[src/rtl/bp_pkg.sv]
// Shared types and constants for the gshare predictor table controller.
package bp_pkg;

    typedef enum logic {
        INIT = 1'b0,
        RUN  = 1'b1
    } bp_state_e;

    // pattern is stored 32 bits wide; only the low GBIT bits are meaningful
    typedef struct packed {
        logic        is_jump;
        logic [31:0] pc;
        logic        taken;
        logic [31:0] target;
        logic [31:0] pattern;
    } bp_upd_t;

    localparam logic [1:0]  PHT_INIT    = 2'b01;
    localparam logic [31:0] TAG_INVALID = 32'hFFFF_FFFF;

    function automatic logic [1:0] sat_cnt2(input logic [1:0] cnt, input logic taken);
        if (taken) begin
            return (cnt == 2'b11) ? cnt : cnt + 2'b01;
        end
        return (cnt == 2'b00) ? cnt : cnt - 2'b01;
    endfunction

endpackage

[src/rtl/bp_upd_fifo.sv]
// Update FIFO between Execute and the table read-modify-write pipeline.
module bp_upd_fifo
    import bp_pkg::*;
#(
    parameter int DEPTH = 4
) (
    input  logic    i_clk,
    input  logic    i_rst_n,
    input  logic    i_flush,
    input  logic    i_push,
    input  bp_upd_t i_data,
    input  logic    i_pop,
    output bp_upd_t o_data,
    output logic    o_full,
    output logic    o_empty
);
    localparam int PW = $clog2(DEPTH);
    localparam int CW = $clog2(DEPTH + 1);

    bp_upd_t       mem [DEPTH];
    logic [PW-1:0] wr_ptr;
    logic [PW-1:0] rd_ptr;
    logic [CW-1:0] count;
    logic          do_push;
    logic          do_pop;

    assign o_full  = (count == CW'(DEPTH));
    assign o_empty = (count == '0);
    assign do_push = i_push & !o_full;
    assign do_pop  = i_pop & !o_empty;
    assign o_data  = mem[rd_ptr];

    // DEPTH is a power of two, so the pointers wrap on their own
    always_ff @(posedge i_clk) begin
        if (!i_rst_n || i_flush) begin
            wr_ptr <= '0;
            rd_ptr <= '0;
            count  <= '0;
        end else begin
            if (do_push) wr_ptr <= wr_ptr + 1'b1;
            if (do_pop)  rd_ptr <= rd_ptr + 1'b1;
            case ({do_push, do_pop})
                2'b10:   count <= count + 1'b1;
                2'b01:   count <= count - 1'b1;
                default: ;
            endcase
        end
    end

    always_ff @(posedge i_clk) begin
        if (do_push) mem[wr_ptr] <= i_data;
    end

endmodule

[src/rtl/bp_table_ctrl.sv]
// gshare table sequencer: init sweep, update FIFO, PHT/BTB read-modify-write,
// misprediction redirect and global history.
module bp_table_ctrl
    import bp_pkg::*;
#(
    parameter int GBIT  = 10,
    parameter int DEPTH = 4
) (
    input  logic             i_clk,
    input  logic             i_rst_n,
    input  logic             i_flush,
    input  logic             i_upd_valid,
    output logic             o_upd_ready,
    input  logic             i_upd_is_jump,
    input  logic [31:0]      i_upd_pc,
    input  logic             i_upd_taken,
    input  logic [31:0]      i_upd_target,
    input  logic [GBIT-1:0]  i_upd_pattern,
    input  logic             i_upd_pred_taken,
    input  logic [31:0]      i_upd_pred_target,
    output logic             o_redirect_valid,
    output logic [31:0]      o_redirect_pc,
    output logic [GBIT-1:0]  o_ghr,
    output logic             o_pred_en,
    output logic [GBIT-1:0]  o_tbl_rd_idx,
    input  logic [1:0]       i_tbl_rd_pht,
    output logic             o_pht_we,
    output logic [GBIT-1:0]  o_pht_idx,
    output logic [1:0]       o_pht_data,
    output logic             o_btb_we,
    output logic [GBIT-1:0]  o_btb_idx,
    output logic [31-GBIT:0] o_btb_tag,
    output logic [31:0]      o_btb_target
);
    bp_state_e       state;
    logic [GBIT-1:0] sweep_idx;
    logic [GBIT-1:0] sweep_wr_idx;
    logic            sweep_we;
    bp_upd_t         enq_data;
    bp_upd_t         head;
    logic            fifo_full;
    logic            fifo_empty;
    logic            accept;
    logic            pop;
    logic            mispredict;
    logic [31:0]     redir_pc;
    logic [GBIT-1:0] rd_idx;
    logic [1:0]      rd_cnt;
    logic            w_valid;
    logic            w_is_jump;
    logic            w_taken;
    logic [31:0]     w_pc;
    logic [31:0]     w_target;
    logic [GBIT-1:0] w_idx;
    logic [1:0]      w_cnt;
    logic [1:0]      w_new_cnt;
    logic            w_pht_we;
    logic            w_btb_we;
    logic            unused_pattern_bits;

    // Handshake: an update transfers on a cycle where i_upd_valid && o_upd_ready;
    // ready depends only on the run state, FIFO count and flush, never on valid.
    assign o_upd_ready = o_pred_en & !fifo_full & !i_flush;
    assign accept      = i_upd_valid & o_upd_ready;
    assign pop         = !fifo_empty & !i_flush;

    always_comb begin
        enq_data                    = '0;
        enq_data.is_jump            = i_upd_is_jump;
        enq_data.pc                 = i_upd_pc;
        enq_data.taken              = i_upd_taken;
        enq_data.target             = i_upd_target;
        enq_data.pattern[GBIT-1:0]  = i_upd_pattern;
    end

    always_comb begin
        mispredict = 1'b0;
        redir_pc   = i_upd_target;
        if (i_upd_is_jump) begin
            mispredict = !(i_upd_pred_taken && (i_upd_pred_target == i_upd_target));
        end else begin
            mispredict = (i_upd_pred_taken != i_upd_taken) ||
                         (i_upd_taken && i_upd_pred_taken && (i_upd_pred_target != i_upd_target));
            redir_pc   = i_upd_taken ? i_upd_target : i_upd_pc + 32'd4;
        end
    end

    bp_upd_fifo #(.DEPTH(DEPTH)) u_fifo (
        .i_clk   (i_clk),
        .i_rst_n (i_rst_n),
        .i_flush (i_flush),
        .i_push  (accept),
        .i_data  (enq_data),
        .i_pop   (pop),
        .o_data  (head),
        .o_full  (fifo_full),
        .o_empty (fifo_empty)
    );

    assign rd_idx              = head.pc[GBIT-1:0] ^ head.pattern[GBIT-1:0];
    assign o_tbl_rd_idx        = rd_idx;
    assign unused_pattern_bits = ^head.pattern[31:GBIT];

    assign w_new_cnt = sat_cnt2(w_cnt, w_taken);
    assign w_pht_we  = w_valid & !w_is_jump & !i_flush;
    assign w_btb_we  = w_valid & w_taken & !i_flush;
    // the table only sees W's write at the next edge, so R takes it from W directly
    assign rd_cnt    = (w_valid && !w_is_jump && (w_idx == rd_idx)) ? w_new_cnt : i_tbl_rd_pht;

    assign o_pht_we     = sweep_we | w_pht_we;
    assign o_pht_idx    = sweep_we ? sweep_wr_idx : w_idx;
    assign o_pht_data   = sweep_we ? PHT_INIT : w_new_cnt;
    assign o_btb_we     = sweep_we | w_btb_we;
    assign o_btb_idx    = sweep_we ? sweep_wr_idx : w_pc[GBIT-1:0];
    assign o_btb_tag    = sweep_we ? TAG_INVALID[31-GBIT:0] : w_pc[31:GBIT];
    assign o_btb_target = sweep_we ? 32'd0 : w_target;

    always_ff @(posedge i_clk) begin
        if (!i_rst_n || i_flush) begin
            state            <= INIT;
            sweep_idx        <= '0;
            sweep_wr_idx     <= '0;
            sweep_we         <= 1'b0;
            o_pred_en        <= 1'b0;
            o_ghr            <= '0;
            o_redirect_valid <= 1'b0;
            w_valid          <= 1'b0;
            if (!i_rst_n) o_redirect_pc <= '0;
        end else begin
            o_redirect_valid <= accept & mispredict;
            if (accept && mispredict) o_redirect_pc <= redir_pc;
            w_valid <= pop;
            if (w_pht_we) o_ghr <= {w_taken, o_ghr[GBIT-1:1]};
            case (state)
                INIT: begin
                    sweep_we     <= 1'b1;
                    sweep_wr_idx <= sweep_idx;
                    sweep_idx    <= sweep_idx + 1'b1;
                    o_pred_en    <= 1'b0;
                    if (sweep_idx == '1) state <= RUN;
                end
                RUN: begin
                    sweep_we  <= 1'b0;
                    o_pred_en <= 1'b1;
                end
            endcase
        end
    end

    always_ff @(posedge i_clk) begin
        if (pop) begin
            w_is_jump <= head.is_jump;
            w_taken   <= head.taken;
            w_pc      <= head.pc;
            w_target  <= head.target;
            w_idx     <= rd_idx;
            w_cnt     <= rd_cnt;
        end
    end

endmodule

[config.mk]
export PLATFORM = sky130hd
export DESIGN_NAME = bp_table_ctrl
export DESIGN_NICKNAME = d
export VERILOG_FILES = /design/src/rtl/bp_pkg.sv /design/src/rtl/bp_upd_fifo.sv /design/src/rtl/bp_table_ctrl.sv
export SDC_FILE = /design/constraint.sdc
export NUM_CORES = 1
export LEC_CHECK = 0
export ABC_AREA = 1
export CAP_MARGIN = 20
export CORE_UTILIZATION = 50
export CTS_CLUSTER_DIAMETER = 30
export DETAILED_ROUTE_END_ITERATION = 8
export DONT_BUFFER_PORTS = 1
export GPL_ROUTABILITY_DRIVEN = 0
export SETUP_SLACK_MARGIN = 0.1
export SLEW_MARGIN = 10
export SYNTH_ARGS = -nofsm -noshare
export SYNTH_HDL_FRONTEND = slang
export SYNTH_SLANG_ARGS = --single-unit
[constraint.sdc]
create_clock -name i_clk -period 10.7 [get_ports i_clk]
set_input_delay 1.605 -clock i_clk [delete_from_list [all_inputs] [get_ports i_clk]]
set_output_delay 1.605 -clock i_clk [all_outputs]
set_load 0.02 [all_outputs]
Word level (Yosys, flattened, before mapping)
Memory sizes are Yosys's and may differ from the RTL's. A register that Yosys moved wholly into a read port is not among the register bits.
Cells that the tools add are included.
{ "op_classes": {"addsub": 8, "n_eq_ne": 10, "mux": 26, "bitwise": 15, "n_reduce_logical": 19} }
{ "ops": {"columns": ["op", "n"], "rows": [
  ["two-way mux 32 bit", 6],
  ["adder 32 x 3 -> 32 bit (second input constant)", 1],
  ["equality test 32 bit", 1],
  ["inequality test 32 bit", 1],
  ["two-way mux 22 bit", 1],
  ["two-way mux 10 bit", 2],
  ["two-way mux 2 bit", 8],
  ["AND 1 bit", 11],
  ["adder 10 x 1 -> 10 bit (second input constant)", 1],
  ["equality test 10 bit", 1],
  ["equality test 10 bit (second input constant)", 1],
  ["bitwise XOR 10 bit", 1],
  ["adder 2 x 1 -> 2 bit (second input constant)", 3],
  ["logical AND 1 bit", 6],
  ["zero test 1 bit", 6],
  ["two-way mux 1 bit", 6],
  ["case mux 3 bit (2 select lines)", 1],
  ["equality test 2 bit (second input constant)", 2],
  ["case mux 1 bit (2 select lines)", 2],
  ["nonzero test 2 bit", 2],
  ["adder 3 x 1 -> 3 bit (second input constant)", 1],
  ["equality test 3 bit (second input constant)", 1],
  ["zero test 3 bit", 1],
  ["subtractor 3 x 1 -> 3 bit (second input constant)", 1],
  ["9 further kinds", 11]
]} }
{ "word_totals": {"reg_bits": 152, "mem_bits_rw": 304, "inputBits": 115, "wordCells": 97, "n_memories": 1} }
{ "mem_list": {"columns": ["memory", "words", "width", "rd", "rd_clocked_by_memory_dff", "wr", "line_no", "source"], "rows": [
  ["u_fifo.mem", 4, 76, 1, 1, 1, "bp_upd_fifo.sv:20", "bp_upd_t mem [DEPTH];"]
]} }

Logic depth before layout (Yosys ltp)
Gate-level depths: netlist of the first run.
{ "depth": {"word_depth": 8, "ltp_mapped": 16, "depth_no_buf": 14} }

By module
Synthesis of the first run repeated with hierarchy kept, for this count alone.
{ "hier_totals": {"cells_unflattened": 1885, "area_unflattened_um2": 22432.8} }
{ "modules_own_cells": {"columns": ["mod", "n_inst", "cells_each", "area_each_um2"], "rows": [
  ["bp_upd_fifo", 1, 1021, 15006.9],
  ["bp_table_ctrl", 1, 864, 7425.9]
]} }

Worst setup path after synthesis of the first run
Ideal clock, no wire load.
{ "synth_timing": {"kind": "input to register", "from": "input i_flush", "to": "memory u_fifo.mem[0][0] in the netlist's numbering (enable)", "arrival_ns": 5.767, "slack_ns": 4.422, "stages": 5, "path_buffers": 0, "cell_sequence": "inv_1 > nand2_1 > a31oi_1 > nand2_1 > nor2_1"} }
{ "synth_between": {"elab_chain_len": 6} }
{ "synth_lines": {"columns": ["item", "line_no", "source"], "rows": [
  ["start: declaration", "bp_table_ctrl.sv:11", "input logic i_flush,"],
  ["zero test 1 bit", "bp_table_ctrl.sv:63", "assign o_upd_ready = o_pred_en & !fifo_full & !i_flush;"],
  ["AND 1 bit", "bp_table_ctrl.sv:63", null],
  ["net o_upd_ready", "bp_table_ctrl.sv:13", "output logic o_upd_ready,"],
  ["AND 1 bit", "bp_table_ctrl.sv:64", "assign accept = i_upd_valid & o_upd_ready;"],
  ["AND 1 bit", "bp_upd_fifo.sv:29", "assign do_push = i_push & !o_full;"],
  ["two-way mux 1 bit", "bp_upd_fifo.sv:51", "if (do_push) mem[wr_ptr] <= i_data;"],
  ["two-way mux 1 bit (not written as such)", "bp_upd_fifo.sv:51", null],
  ["end: declaration", "bp_upd_fifo.sv:20", null]
]} }
The timed path passes the listed nets, and every way through them passes these cells.

==> flow_summary.ini, run 1 <==
[run_status]
outcome = finished, final reports clean

[power]
p_total_mw = 4.93
combPwrFrac = 0.016
power_density_nw_per_um2 = 215
p_sw_mw = 1.02
power.internal_mw = 3.90
p_clk_frac = 0.584
leakagePower_nw = 8.73
peakVddDrop_v = 0.000146
switching_share = 0.208
share_seq_of_total_power = 0.401

[critical_path]
cp_data_required_time_ps = 9100
cp_data_arrival_time_ps = 3100
worstPathMaxFanout = 93
end_kind = output pin
r2r_slack_ps = 6940
cp-start-kind = register
r2r_start = o_pred_en
critPathMaxStageDelay_ps = 820
criticalPathCategory = register to output pin
cp_slowest_cell = buf_4
rr_worst_depth = 5
path_delay_family = buffers and inverters
worstPathCellList = inv_2 -> buf_4 -> nand3_1 -> nand2_1 -> xor2_1
critPathBufInv = 2
reg2reg_to = u_fifo.mem[0][1]

[place]
hpwl_um = 30800
port_buffers = 0

[clock_tree]
clockBufferDepth = 3
clock_latency_ps = 600
holdBufCountCts = 0
clk_pin_slew_ps = 50
cts_tree = yes
ctsResizeCount = 0
post_cts_buffers = 0
cts_root_buf = clkbuf_16
cts_made_buffers = 90
clock_sinks = 458
h-tree-depth = 3

[flow_run]
drv_cap = 0

[finish]
utilization = 0.606
syn2layout_area_growth_pct = 18.8
layout-drive-gt1-share = 0.114
nets = 1921

[grt]
gr-usage-all-layers = 0.256
grt_pass1_wl_um = 74200
grt_max_degree = 94
antenna_found_initial = 0
grt_pass1_vias = 12500
gr-total-overflow = 0

[timing]
fin_crit_sh = 0.440
slew_headroom = 0.284
finalSetupTns_ps = 0
fin_skew_ps = 22.6
setup_viol = 0
report.final.slew_viol_count = 0
rsz0062_at_grt = no
final-hold-violation-count = 0
fmax_ghz = 0.213
min_period_ps = 4710
tightest_slew_ps = 1070

[route]
wl_um = 49500
vias_per_cell = 5.43
route.antenna.remaining_nets = 0
wl_per_cell_um = 20.8
num_vias = 12900
drtIter0Drc = 949
firstDrtPassIters = 5
drc_errors = 0

[floorplan]
core_sq_um = 37800
die_area_sq_um = 39400
core.rowCount = 71
die_h_um = 199
top_level_ports = 248
die_w_um = 199
start_util = 0.510

[min_path]
min_from = u_fifo.rd_ptr[1]
hold_class = register to register
hold_depth = 2

[logic_synthesis]
synth_ff_type = edfxtp_1
ys_seq_area_frac = 0.689
synth.distinct_cells = 36
synth.avg_cell_area_sq_um = 10.9
syn_nets = 1894
synth-seq-cells = 458
syn_area_sq_um = 19300
synth_edf_count = 414
async_flop_share = 0
ys_warn_count = 0
syn_inst = 1770
[layout make-up]
type | instances | area [sq um]
Antenna cell | 1 | 2.50
Clock buffer | 98 | 2360
Clock inverter | 68 | 807
Fill cell | 3048 | 14900
Inverter | 139 | 526
Multi-Input combinational cell | 1095 | 5190
Sequential cell | 458 | 13300
Tap cell | 511 | 639
Timing Repair Buffer | 13 | 97.6
[cells in the mapped netlist, types with 2 or more instances]
cell type / n / area (sq um)
edfxtp_1: 414 / 12400
nand2_1: 358 / 1340
nor2_1: 251 / 942
o21ai_0: 183 / 916
inv_1: 136 / 510
nand3_1: 85 / 425
clkbuf_1: 57 / 214
o22ai_1: 56 / 350
dfxtp_1: 44 / 881
a21oi_1: 31 / 155
or2_2: 25 / 156
xor2_1: 24 / 210
xnor2_1: 22 / 193
nor3_1: 21 / 105
buf_2: 14 / 70.1
ha_1: 8 / 100
nand4_1: 8 / 50.1
buf_6: 4 / 45.0
nand3b_1: 4 / 30.0
o211ai_1: 4 / 30.0
nor4_1: 3 / 18.8
buf_1: 2 / 7.51
clkinv_1: 2 / 7.51
nand3_2: 2 / 20.0
[cells in the final DEF (no fill, tap or decap), drive strengths merged]
master,count
o211ai,4
buf,13
nand3,87
clkinvlp,13
a211oi,1
nor4,3
clkinv,30
o21a,1
fa,1
or2,25
a22o,1
a31oi,1
inv,151
xor2,24
nor2,252
nor3,22
nand2,359
edfxtp,414
ha,8
a21oi,31
nand3b,4
diode,1
xnor2,22
o22ai,56
o21ai,184
clkbuf,98
dfxtp,44
bufinv,13
nand4,9
[stage by stage]
stage               cells  setup slack [ps]  cell area, sq um  hold WS [ps]
detailed placement   2216              5720             19800           438
CTS                  2382              5920             22900           451
global placement     2216              5750             19800           433
floorplan            1770              4420             19300           419
global route         2382              5750             22900           475
finish               2383              5990             22900           453
[logic make-up after synthesis]
group / count (synthesis) / share of synthesized area
AND/OR/NAND/NOR: 761 / 0.162
flip-flops: 458 / 0.689
AO/OA/AOI/OAI: 279 / 0.0770
buffers and inverters: 217 / 0.0448
XOR/XNOR: 46 / 0.0209
adder cells (fa/ha/maj): 9 / 0.00622
[sequential cells by signal (all words and copies together), names as in the netlist, named ones only]
register and flops:
w_idx 10, u_fifo.count 3, sweep_wr_idx 10, sweep_we 1, state 1, o_ghr 10
u_fifo.rd_ptr 2, w_valid 1, w_target 32, o_redirect_valid 1, w_taken 1, o_redirect_pc 32
u_fifo.wr_ptr 2, u_fifo.mem 304, w_cnt 2, sweep_idx 10, w_is_jump 1, w_pc 32
o_pred_en 1
[worst reg2reg max path: cells and delay by family (launching register included)]
kind | cells | cell delay (ps)
AND/OR/NAND/NOR | 3 | 1560
buffers and inverters | 1 | 750
flip-flops | 1 | 480
AO/OA/AOI/OAI | 1 | 530
[worst max path at each step]
stage | start | cells past startpoint | slack, ps | end
floorplan | i_flush | 5 | 4420 | u_fifo.mem[0][0]
global placement | i_flush | 6 | 5750 | u_fifo.mem[1][44]
detailed placement | i_flush | 6 | 5720 | u_fifo.mem[1][1]
CTS | register | 5 | 5920 | o_tbl_rd_idx[6]
global route | register | 5 | 5750 | o_tbl_rd_idx[6]
finish | register | 5 | 5990 | o_tbl_rd_idx[6]
[metal layers]
metal,part of all wire,GRT usage,vias up
met5,0,0,-
met4,0.030,0.0917,0
met3,0.090,0.0877,94
met2,0.47,0.409,461
met1,0.41,0.325,6215
li1,-,-,6174
[power by group through the flow]
stage               logic, mW  registers (mW)  clock network, mW
global route           0.0863            1.97               3.00
finish                 0.0776            1.97               2.87
CTS                    0.0781            1.97               2.92
detailed placement     0.0778            2.01                  0
floorplan              0.0596            2.00                  0
global placement       0.0769            2.01                  0
No activity file was read; power rests on OpenSTA's default activity.
==> inputs of run 2 (changes only) <==
clock period = 4.4 ns   (was 10.7 ns; I/O delays follow)
==> run 2 against run 1 <==
Net effect: cell count is 0.76% higher; die area is the same; worst hold slack worse by 300 ps; clock-buffer cell count increased by 14; power is 140% higher; wire length increased by 1.3%; clock power up 140%; largest cell class unchanged; core utilization is 0.092 points higher.
==> flow_summary.ini, run 2 (same netlist as run 1, synthesis figures left out) <==
[run_status]
outcome = finished, final reports clean

[floorplan]
die_area_sq_um = 39400
top_level_ports = 248
core_sq_um = 37800
core.rowCount = 71
die_h_um = 199
die_w_um = 199
start_util = 0.510

[power]
power_density_nw_per_um2 = 514
p_total_mw = 11.8
peakVddDrop_v = 0.000353
leakagePower_nw = 8.78

[critical_path]
end_kind = output pin
cp_data_arrival_time_ps = 2680
worstPathMaxFanout = 45
cp_data_required_time_ps = 3740
criticalPathCategory = register to output pin
cp-start-kind = register

[route]
drtIter0Drc = 1043
wl_um = 50100
vias_per_cell = 5.48
firstDrtPassIters = 5
wl_met1_um = 20200
maxUsedRoutingLayer = met4
drc_errors = 0
wl_met3_um = 4470
route.antenna.remaining_nets = 0
dr_wl_met2_um = 24100
wl_per_cell_um = 20.9
num_vias = 13200

[timing]
fin_crit_sh = 0.758
fin_ws_ps = 1060
setup_viol = 0
rsz0062_at_grt = no
tightest_slew_ps = 863
slew_headroom = 0.422
report.final.slew_viol_count = 0
fin_skew_ps = 16.2
min_period_ps = 3340
fmax_ghz = 0.300
final-hold-violation-count = 0

[place]
hpwl_um = 31800
port_buffers = 0
dp.cells = 2224
dpl_worst_slack_ps = 1140

[finish]
layout-drive-gt1-share = 0.116
mostFrequentLayoutCells = edfxtp_1 (414), nand2_1 (358), nor2_1 (245)
final_common_cell = edfxtp_1
nets = 1936
syn2layout_area_growth_pct = 18.9
antenna_cells = 0
utilization = 0.607
largest_reg_flops = 304
layoutNonFillerInstCount = 2401
regMostFlops = u_fifo.mem

[clock_tree]
cts_root_buf = clkbuf_16
clock_sinks = 458
holdBufCountCts = 0
h-tree-depth = 3
clockBufferDepth = 3
post_cts_buffers = 0
cts_tree = yes
clock_latency_ps = 600
clk_pin_slew_ps = 50
ctsResizeCount = 0
cts_made_buffers = 96

[grt]
gr-usage-all-layers = 0.256
grt_max_degree = 111
grt_pass1_vias = 12700
gr-total-overflow = 0
grt_pass1_wl_um = 74300
antenna_found_initial = 0

[min_path]
hold_class = input pin to register

[flow_run]
drv_cap = 0
run 2: worst max-delay path: stages, from the launching register on:
cell and delay (ps):
dfxtp_4 480, inv_2 670, nand3_1 150, nand2_1 200
xor2_1 570
run 2: report_power, final:
group	total [mW]	leakage, nW	internal (mW)	switching [mW]
clock	6.82	1.51	4.50	2.32
sequential	4.81	4.12	4.76	0.0467
combinational	0.181	3.15	0.0573	0.124
total	11.8	8.78	9.32	2.49
run 2: final timing paths:
path / endpoint / startpoint / cells after the start / slack [ps]
worst max-delay path: o_tbl_rd_idx[6] / register / 4 / 1060
worst min-delay path: u_fifo.mem[0][37] / i_upd_target[27] / 0 / 150
worst min register to register: register / u_fifo.rd_ptr[1] / 2 / 450
worst max register to register: u_fifo.mem[3][26] / o_pred_en / 5 / 1450
run 2: routing by layer:
metal,global-route usage,up-vias
li1,-,6208
met1,0.319,6353
met2,0.416,512
met3,0.0826,83
met4,0.0974,0
met5,0,-
run 2: layout make-up:
class / count / area [sq um]
fillers: 3164 / 14900
flip-flops and latches: 458 / 13300
multi-input cells: 1095 / 5190
clock buffers: 112 / 2500
well taps: 511 / 639
clock inverters: 64 / 617
inverters: 139 / 526
repair buffers: 22 / 178
run 2: metrics by stage:
stage | TNS (ps) | area [sq um] | hold slack (ps)
final | 0 | 23000 | 152
after global routing | 0 | 23000 | 117
after CTS | 0 | 23000 | 115
after detailed placement | 0 | 19800 | 440
after global placement | 0 | 19800 | 432
after floorplan | -283830 | 19300 | 419
